===== src/rtl/mips_multicycle_ctrl.sv =====
// -----------------------------------------------------------------------------
// mips_multicycle_ctrl
// Multicycle control unit for the modular MIPS datapath. Sequences a separate
// state path per instruction class (R-type, immediate ALU, load, store,
// branch, jump), waits on mem_ready for memory accesses and traps unsupported
// opcodes/functs.
//
// Parameters:
//   USE_MEM_READY  - 1: FETCH/MEMRD/MEMWR wait for mem_ready; 0: never wait
//   SUPPORT_BRANCH - 1: BEQ/BNE executed; 0: they trap
//   SUPPORT_JUMP   - 1: J executed; 0: it traps
//
// Ports:
//   clk, reset            - rising-edge clock, synchronous active-high reset
//   op, funct             - IR fields [31:26] and [5:0]
//   zero                  - ALU zero flag (branch resolution)
//   mem_ready             - memory completes the current access this cycle
//   iord, mem_write       - memory address select / write strobe
//   ir_write, pc_en       - IR load / final PC load
//   pc_src                - 00 ALU, 01 ALUOut, 10 jump target
//   alu_src_a, alu_src_b  - ALU operand selects
//   imm_zext              - zero-extend the immediate
//   alu_control           - ALU operation code
//   reg_write, reg_dst    - register file write / 1 = rd, 0 = rt
//   mem_to_reg            - write-back source select
//   illegal               - one-cycle unsupported-instruction pulse
//   state                 - current state (debug)
// -----------------------------------------------------------------------------
module mips_multicycle_ctrl #(
   parameter bit USE_MEM_READY  = 1'b1,
   parameter bit SUPPORT_BRANCH = 1'b1,
   parameter bit SUPPORT_JUMP   = 1'b1
) (
   input  logic       clk,
   input  logic       reset,
   input  logic [5:0] op,
   input  logic [5:0] funct,
   input  logic       zero,
   input  logic       mem_ready,
   output logic       iord,
   output logic       mem_write,
   output logic       ir_write,
   output logic       pc_en,
   output logic [1:0] pc_src,
   output logic       alu_src_a,
   output logic [1:0] alu_src_b,
   output logic       imm_zext,
   output logic [2:0] alu_control,
   output logic       reg_write,
   output logic       reg_dst,
   output logic       mem_to_reg,
   output logic       illegal,
   output logic [3:0] state
);

   typedef enum logic [3:0] {
      S_IDLE   = 4'd0,  S_FETCH  = 4'd1,  S_DECODE = 4'd2,  S_MEMADR = 4'd3,
      S_MEMRD  = 4'd4,  S_MEMWB  = 4'd5,  S_MEMWR  = 4'd6,  S_RTEXEC = 4'd7,
      S_ALUWB  = 4'd8,  S_IEXEC  = 4'd9,  S_IWB    = 4'd10, S_BRANCH = 4'd11,
      S_JUMP   = 4'd12, S_TRAP   = 4'd13
   } state_e;

   localparam logic [2:0] ALU_ADD = 3'b000;
   localparam logic [2:0] ALU_SLL = 3'b001;
   localparam logic [2:0] ALU_OR  = 3'b010;
   localparam logic [2:0] ALU_AND = 3'b011;
   localparam logic [2:0] ALU_SUB = 3'b100;
   localparam logic [2:0] ALU_LUI = 3'b101;
   localparam logic [2:0] ALU_SLT = 3'b110;

   state_e state_q, state_d;
   logic   mem_rdy_s;
   logic   pc_write_s;
   logic   branch_s;
   logic   bne_sel_s;

   // Supported R-type functs.
   function automatic logic funct_ok(input logic [5:0] f);
      case (f)
         6'h00, 6'h20, 6'h22, 6'h24, 6'h25, 6'h2A: funct_ok = 1'b1;
         default:                                  funct_ok = 1'b0;
      endcase
   endfunction

   // ALU code for an R-type funct.
   function automatic logic [2:0] alu_of_funct(input logic [5:0] f);
      case (f)
         6'h00:   alu_of_funct = ALU_SLL;
         6'h22:   alu_of_funct = ALU_SUB;
         6'h24:   alu_of_funct = ALU_AND;
         6'h25:   alu_of_funct = ALU_OR;
         6'h2A:   alu_of_funct = ALU_SLT;
         default: alu_of_funct = ALU_ADD;
      endcase
   endfunction

   // ALU code for an immediate-class opcode.
   function automatic logic [2:0] alu_of_op(input logic [5:0] o);
      case (o)
         6'h0A:   alu_of_op = ALU_SLT;
         6'h0C:   alu_of_op = ALU_AND;
         6'h0D:   alu_of_op = ALU_OR;
         6'h0F:   alu_of_op = ALU_LUI;
         default: alu_of_op = ALU_ADD;
      endcase
   endfunction

   assign mem_rdy_s = USE_MEM_READY ? mem_ready : 1'b1;

   // Next-state logic.
   always_comb begin
      state_d = S_FETCH;
      case (state_q)
         S_IDLE:   state_d = S_FETCH;
         S_FETCH:  state_d = mem_rdy_s ? S_DECODE : S_FETCH;
         S_DECODE: begin
            case (op)
               6'h00:                      state_d = funct_ok(funct) ? S_RTEXEC : S_TRAP;
               6'h23, 6'h2B:               state_d = S_MEMADR;
               6'h08, 6'h0A, 6'h0C,
               6'h0D, 6'h0F:               state_d = S_IEXEC;
               6'h04, 6'h05:               state_d = SUPPORT_BRANCH ? S_BRANCH : S_TRAP;
               6'h02:                      state_d = SUPPORT_JUMP ? S_JUMP : S_TRAP;
               default:                    state_d = S_TRAP;
            endcase
         end
         S_MEMADR: state_d = (op == 6'h2B) ? S_MEMWR : S_MEMRD;
         S_MEMRD:  state_d = mem_rdy_s ? S_MEMWB : S_MEMRD;
         S_MEMWR:  state_d = mem_rdy_s ? S_FETCH : S_MEMWR;
         S_RTEXEC: state_d = S_ALUWB;
         S_IEXEC:  state_d = S_IWB;
         default:  state_d = S_FETCH;   // write-back, branch, jump, trap, codes 14-15
      endcase
   end

   // State register with synchronous reset.
   always_ff @(posedge clk) begin
      if (reset) state_q <= S_IDLE;
      else       state_q <= state_d;
   end

   // Moore output decode from the current state (plus op/funct after DECODE).
   always_comb begin
      iord        = 1'b0;
      mem_write   = 1'b0;
      ir_write    = 1'b0;
      pc_write_s  = 1'b0;
      pc_src      = 2'b00;
      alu_src_a   = 1'b0;
      alu_src_b   = 2'b00;
      imm_zext    = 1'b0;
      alu_control = ALU_ADD;
      reg_write   = 1'b0;
      reg_dst     = 1'b0;
      mem_to_reg  = 1'b0;
      illegal     = 1'b0;
      branch_s    = 1'b0;
      bne_sel_s   = 1'b0;
      case (state_q)
         S_FETCH: begin
            alu_src_b  = 2'b01;
            ir_write   = mem_rdy_s;
            pc_write_s = mem_rdy_s;
         end
         S_DECODE: alu_src_b = 2'b11;   // precompute branch target into ALUOut
         S_MEMADR: begin
            alu_src_a = 1'b1;
            alu_src_b = 2'b10;
         end
         S_MEMRD:  iord = 1'b1;
         S_MEMWB: begin
            mem_to_reg = 1'b1;
            reg_write  = 1'b1;
         end
         S_MEMWR: begin
            iord      = 1'b1;
            mem_write = 1'b1;
         end
         S_RTEXEC: begin
            alu_src_a   = 1'b1;
            alu_control = alu_of_funct(funct);
         end
         S_ALUWB: begin
            reg_dst   = 1'b1;
            reg_write = 1'b1;
         end
         S_IEXEC: begin
            alu_src_a   = 1'b1;
            alu_src_b   = 2'b10;
            alu_control = alu_of_op(op);
            imm_zext    = (op == 6'h0C) || (op == 6'h0D);
         end
         S_IWB:    reg_write = 1'b1;
         S_BRANCH: begin
            alu_src_a   = 1'b1;
            alu_control = ALU_SUB;
            pc_src      = 2'b01;
            branch_s    = 1'b1;
            bne_sel_s   = (op == 6'h05);
         end
         S_JUMP: begin
            pc_src     = 2'b10;
            pc_write_s = 1'b1;
         end
         S_TRAP:   illegal = 1'b1;
         default: begin
            iord = 1'b0;   // IDLE and unused codes: everything stays low
         end
      endcase
   end

   assign pc_en = pc_write_s | (branch_s & (zero ^ bne_sel_s));
   assign state = state_q;

endmodule


===== config.mk =====
export PLATFORM = sky130hd
export DESIGN_NAME = mips_multicycle_ctrl
export DESIGN_NICKNAME = d
export VERILOG_FILES = /design/src/rtl/mips_multicycle_ctrl.sv
export SDC_FILE = /design/constraint.sdc
export NUM_CORES = 1
export LEC_CHECK = 0
export ABC_CLOCK_PERIOD_IN_PS = 1600
export CAP_MARGIN = 20
export CORE_MARGIN = 2
export CORE_UTILIZATION = 39
export DETAILED_ROUTE_END_ITERATION = 8
export GPL_TIMING_DRIVEN = 0
export PLACE_DENSITY = 0.9
export SYNTH_ARGS = -nofsm -noshare
export SYNTH_HDL_FRONTEND = slang
export SYNTH_SLANG_ARGS = --single-unit

===== constraint.sdc =====
create_clock -name clk -period 1.6 [get_ports clk]
set_input_delay 0.16 -clock clk [delete_from_list [all_inputs] [get_ports clk]]
set_output_delay 0.16 -clock clk [all_outputs]
set_load 0.05 [all_outputs]

==> results.json, run 1 <==
{
  "cp.depth": 11,
  "final_antenna_net_count": 0,
  "fmax_ghz": 0.593,
  "gp_congestion": 0.866,
  "crit_fanout": 4,
  "die_y_um": 46.9,
  "setup_viol": 5,
  "synth_edf_count": 0,
  "clk_latency_ps": 240,
  "min_delay_path_depth": 4,
  "clkSlewWorstSetupHoldPaths_ps": 40,
  "synth_top_area_share_pct": 11.1,
  "critPathKind": "in -> reg",
  "syn-num-nets": 127,
  "grt_usage_pct": 23.9,
  "pre_cts_slack_ps": -1080,
  "cp-start-kind": "input port",
  "drcViolationCount": 0,
  "dp_hpwl_um": 1760,
  "fin_crit_ps": 1690,
  "core_sq_um": 1730,
  "slowest_stage": "a2111oi_2",
  "drive_gt1_share_pct": 49.1,
  "fp-row-count": 15,
  "synth.yosys.seq_area_share_pct": 11.1,
  "synth_area_sq_um": 718,
  "worstPathCellList": "buf_2 -> nor3_4 -> buf_4 -> buf_4 -> buf_4 -> buf_4 -> buf_4 -> nand2_1 -> a2111oi_2 -> o21ai_0 -> a21boi_1",
  "largest_register_ffs": 4,
  "power_density_nw_per_um2": 365,
  "synthArstFlopShare_pct": 0,
  "post-route-period-util_pct": 105,
  "die_x_um": 46.9,
  "finalWorstSetupSlack_ps": -86.2,
  "antenna_found_initial": 0,
  "cts_tree": "built",
  "violations": "setup timing",
  "yosysTopAreaCell": "dfxtp_1",
  "hold_path.class": "in -> reg",
  "h-tree-depth": 1,
  "drv_cap": 0,
  "cp_num_buf_inv": 6,
  "arrival_ps": 1840,
  "grt_max_degree": 11,
  "grt-ovfl-total": 0,
  "netlist_instances": 111,
  "dp_cells": 169,
  "grt_pass1_vias": 928,
  "initial_core_util_pct": 41.6,
  "drt-pass1-iter-count": 4,
  "whs_ps": 348,
  "p_total_uw": 525,
  "rsz0062_at_grt": "yes",
  "cts_root_buffer": "clkbuf_4",
  "cts_buffers": 3,
  "vdd_ir_drop_max_mv": 0.421,
  "initialDrtViolationCount": 24,
  "reg2reg_depth": 6,
  "finalHoldViolCount": 0,
  "cts_buffer_depth": 2,
  "num_io_pins": 37,
  "wl_per_cell_um": 15.6,
  "crit_top_cell": "buf_4",
  "avgSynthCellArea_sq_um": 6.47,
  "relSlewSlack_pct": 65.9,
  "area_growth_pct": 100,
  "max_stage_delay_ps": 440,
  "antennaDiodeCount": 0,
  "crit_required_ps": 1750,
  "viasPerCell": 5.61,
  "fin_worst_skew_ps": 9.32,
  "dr_total_vias": 1043,
  "slew_viol_final": 0,
  "synth_cell_types": 42,
  "synth_seq_cells": 4,
  "crit_family": "compound AO/OA/AOI/OAI gates",
  "stdcell_count": 186,
  "ys.flop_type": "dfxtp_1",
  "crit_path_end_kind": "flip-flop",
  "dieArea_sq_um": 2200,
  "power_leakage_uw": 0.000628,
  "io_buffers": 33,
  "yosysWarningCount": 0,
  "nets": 178,
  "status": "complete, but fails checks",
  "routed_wirelength_um": 2900,
  "grt_pass1_wl_um": 3880,
  "synthTopCellsByArea": "dfxtp_1, nand2b_1, nor2_1",
  "cts_sinks": 4,
  "tightest_slew_ps": 510
}
-- metrics by stage --
stage	utilization [%]	area [sq um]	setup TNS (ps)
floorplan	-	836	-282
global placement	69.3	1200	-7480
detailed placement	69.3	1200	-7830
CTS	76.3	1320	-95.4
global route	83.2	1440	-556
finish	83.2	1440	-239
-- report_power, final --
| group | internal [uW] | total [uW] | switching, uW | leakage, uW |
|---|---|---|---|---|
| Clock | 94.0 | 141 | 47.5 | 0.0000150 |
| Sequential | 101 | 107 | 6.00 | 0.0000352 |
| Combinational | 120 | 276 | 157 | 0.000578 |
| Total | 315 | 525 | 210 | 0.000628 |
-- synthesized netlist by cell type, types with 2 or more instances --
master and instances:
nand3b_1 3, and3_1 2, dfxtp_1 4, o22ai_1 3, nor4_1 2, a21boi_0 3
nor3_1 5, nand2_1 12, o21ai_0 8, xnor2_1 3, nor2_1 15, a31oi_1 2
inv_1 2, and2_1 3, a21oi_1 6, nand2b_1 9, buf_2 4
-- cells by family after synthesis --
family	after synthesis	synth area share, %
AND/OR/NAND/NOR	61	46.3
AO/OA/AOI/OAI	32	29.3
buffers and inverters	9	6.97
XOR/XNOR	4	4.88
flip-flops	4	11.2
multiplexers	1	1.39
-- routing by layer --
| metal | up-vias | share of wire (%) | global-route usage, % |
|---|---|---|---|
| met1 | 474 | 39 | 29.7 |
| met2 | 58 | 52 | 41.4 |
| met3 | 6 | 7.0 | 5.77 |
| li1 | 505 | - | - |
| met5 | - | 0 | 0 |
| met4 | 0 | 1.8 | 6.11 |
-- cell usage in the layout (no fill, tap or decap), drive strengths merged, types with 2 or more instances in the layout --
cell type      Yosys  layout
nor4               2       2
clkbuf             1       6
nand2b            10      10
a31oi              2       2
nand3b             3       3
o21ai              9       9
nor2              15      15
o22ai              3       3
a21oi              7       7
dlymetal6s2s       0       4
nor3               6       6
xnor2              3       3
and3               2       2
dfxtp              4       4
buf                6      33
clkdlybuf4s15      0       5
nand2             12      12
clkdlybuf4s50      0       9
a21boi             4       4
and2               3       3
inv                2       2
-- worst min-delay path: cells and delay by family --
kind	cells	cell delay [ps]
AO/OA/AOI/OAI	2	150
buffers and inverters	1	90
AND/OR/NAND/NOR	1	140
-- path summary, 6_finish.rpt --
path	from	slack [ps]	to
worst max-delay path	op[5]	-90	state[1]
worst min-delay path	op[4]	350	state[2]
worst max register to register	state[1]	220	state[2]
worst min register to register	state[3]	690	state[0]
-- timing repair --
action | CTS | global route
setup endpoints to repair | 17 | 14
pin swaps | 7 | 1
hold buffers | 0 | 0
gates cloned | 0 | 1
setup buffers | 5 | 7
resized for setup | 115 | 27
-- final cells by class --
type / instances / area (sq um)
sequential: 4 / 92.6
multi-input combinational: 98 / 783
inverter: 2 / 12.5
tap: 25 / 31.3
buffer: 7 / 76.3
clock buffer: 4 / 26.3
timing repair buffer: 46 / 414
fill: 114 / 290
Note: power is estimated with default switching activity, not from simulation.
==> run 2, diff against run 1 <==
--- a/config.mk
+++ b/config.mk
@@ -7,11 +7,13 @@
 export LEC_CHECK = 0
 export ABC_CLOCK_PERIOD_IN_PS = 1600
 export CAP_MARGIN = 20
-export CORE_MARGIN = 2
-export CORE_UTILIZATION = 39
+export CORE_AREA = 2 2 39 41
 export DETAILED_ROUTE_END_ITERATION = 8
+export DIE_AREA = 0 0 41 43
+export DONT_BUFFER_PORTS = 1
 export GPL_TIMING_DRIVEN = 0
-export PLACE_DENSITY = 0.9
+export HOLD_SLACK_MARGIN = 0.05
+export PLACE_DENSITY = 0.8
 export SYNTH_ARGS = -nofsm -noshare
 export SYNTH_HDL_FRONTEND = slang
 export SYNTH_SLANG_ARGS = --single-unit
==> run 2 against run 1 <==
The flow still finishes with violations (setup timing). Hold slack lost 260 ps. Combinational power shrank 22%. Critical endpoint is now pc_en. Critical path depth shrank 6. Total power shrank 6.5%. Worst setup slack lost 150 ps. Critical path type is now reg -> out. Non-clock buffer count shrank 32. Cell count shrank 22%. Via count shrank 12%. Count of clock-buffer cells in the layout is the same. Core utilization grew 0.90 points. Clock skew grew 3.7 ps. First-iteration DRC count grew 13%.
==> results.json, run 2 (same netlist as run 1, synthesis figures left out) <==
{
  "status": "complete, but fails checks",
  "violations": "setup timing",
  "rsz0062_at_grt": "yes",
  "hold_path.class": "in -> reg",
  "setup_viol": 13,
  "wl_met2_um": 1410,
  "top_layer": "met4",
  "p_total_uw": 491,
  "multi_input_area_sq_um": 812,
  "fp-row-count": 14,
  "drt-pass1-iter-count": 4,
  "fin_crit_ps": 1840,
  "area_growth_pct": 62.0,
  "seq_area_sq_um": 95.1,
  "wl_per_cell_um": 18.8,
  "dieArea_sq_um": 1760,
  "grt_pass1_wl_um": 3580,
  "largest_register_ffs": 4,
  "cts_tree": "built",
  "finalWorstSetupSlack_ps": -236,
  "drcViolationCount": 0,
  "critPathKind": "reg -> out",
  "grt_usage_pct": 28.5,
  "final_util_pct": 84.1,
  "die_y_um": 43,
  "cp-start-kind": "flip-flop",
  "post-route-period-util_pct": 115,
  "core_sq_um": 1380,
  "drv_cap": 0,
  "cts_buffer_depth": 2,
  "met3_length_um": 275,
  "power_density_nw_per_um2": 422,
  "io_buffers": 0,
  "nets": 146,
  "grt_max_degree": 11,
  "layout_common_cells": "buf_4, nor2_1, nand2_1",
  "cts_sinks": 4,
  "crit_required_ps": 1440,
  "mostFrequentLayoutCell": "buf_4",
  "die_x_um": 41,
  "pre_cts_slack_ps": -281,
  "fin_worst_skew_ps": 13.0,
  "fmax_ghz": 0.545,
  "initial_core_util_pct": 51.9,
  "crit_path_end_kind": "output port",
  "viasPerCell": 6.37,
  "wl_met1_um": 985,
  "cts_root_buffer": "clkbuf_4",
  "gp_congestion": 0.812,
  "slew_viol_final": 0,
  "initialDrtViolationCount": 27,
  "arrival_ps": 1680,
  "vdd_ir_drop_max_mv": 0.315,
  "drive_gt1_share_pct": 47.3,
  "dp_hpwl_um": 1580,
  "grt-ovfl-total": 0,
  "n_fill_cell": 81,
  "fin_setup_tns_ps": -1810,
  "num_io_pins": 37,
  "antennaDiodeCount": 0,
  "finalHoldViolCount": 0,
  "cts_buffers": 3,
  "crit_fanout": 10,
  "h-tree-depth": 1,
  "relSlewSlack_pct": 41.6,
  "clkSlewWorstSetupHoldPaths_ps": 50,
  "antenna_found_initial": 0,
  "final_antenna_net_count": 0,
  "tightest_slew_ps": 873,
  "routed_wirelength_um": 2730,
  "grt_pass1_vias": 794,
  "power_leakage_uw": 0.000413,
  "clk_latency_ps": 260,
  "dr_total_vias": 923
}
==> run 2: power by group <==
part	total, uW	internal [uW]	switching [uW]
clock network	156	94.8	61.4
registers	120	100	19.5
logic	215	87.5	128
==> run 2: layer usage <==
layer,track usage (%),vias to the layer above
met5,0,-
met1,32.9,409
met4,8.67,0
li1,-,437
met3,7.33,8
met2,48.4,69
==> run 2: area by class of cell <==
class | instances | area share [%]
Buffer | 7 | 6.67
Timing Repair Buffer | 14 | 10.5
Inverter | 2 | 0.860
Sequential cell | 4 | 8.17
Multi-Input combinational cell | 98 | 69.8
Tap cell | 16 | 1.72
Clock buffer | 4 | 2.26
==> run 2: metrics by stage <==
step | hold slack (ps) | cell area [sq um] | cells
finish | 91.0 | 1160 | 145
global route | 82.0 | 1160 | 145
detailed placement | 226 | 856 | 127
CTS | 84.9 | 1060 | 139
floorplan | 223 | 836 | 111
global placement | 232 | 856 | 127
==> run 2: repair_timing <==
item                                    in CTS  in global routing
endpoints found under the setup margin      17                 17
gates resized for setup                     31                 13
buffers inserted                             7                  6
endpoints found under the hold margin        1                  0
hold buffers                                 1                  0
pin swaps                                    9                 12
==> run 2: critical path, stage by stage (launching register included) <==
cell and delay (ps):
dfxtp_4 410, clkbuf_4 220, nor2_2 190, and3_4 340
nor2_2 80, o21ai_4 170
==> run 2: worst paths after layout <==
| check | start | to | slack (ps) | cells after the start |
|---|---|---|---|---|
| worst max-delay path | state[2] | pc_en | -240 | 5 |
| worst min-delay path | reset | state[3] | 90 | 1 |
| worst max register to register | state[3] | state[3] | 140 | 7 |
| worst min register to register | state[2] | state[1] | 850 | 4 |
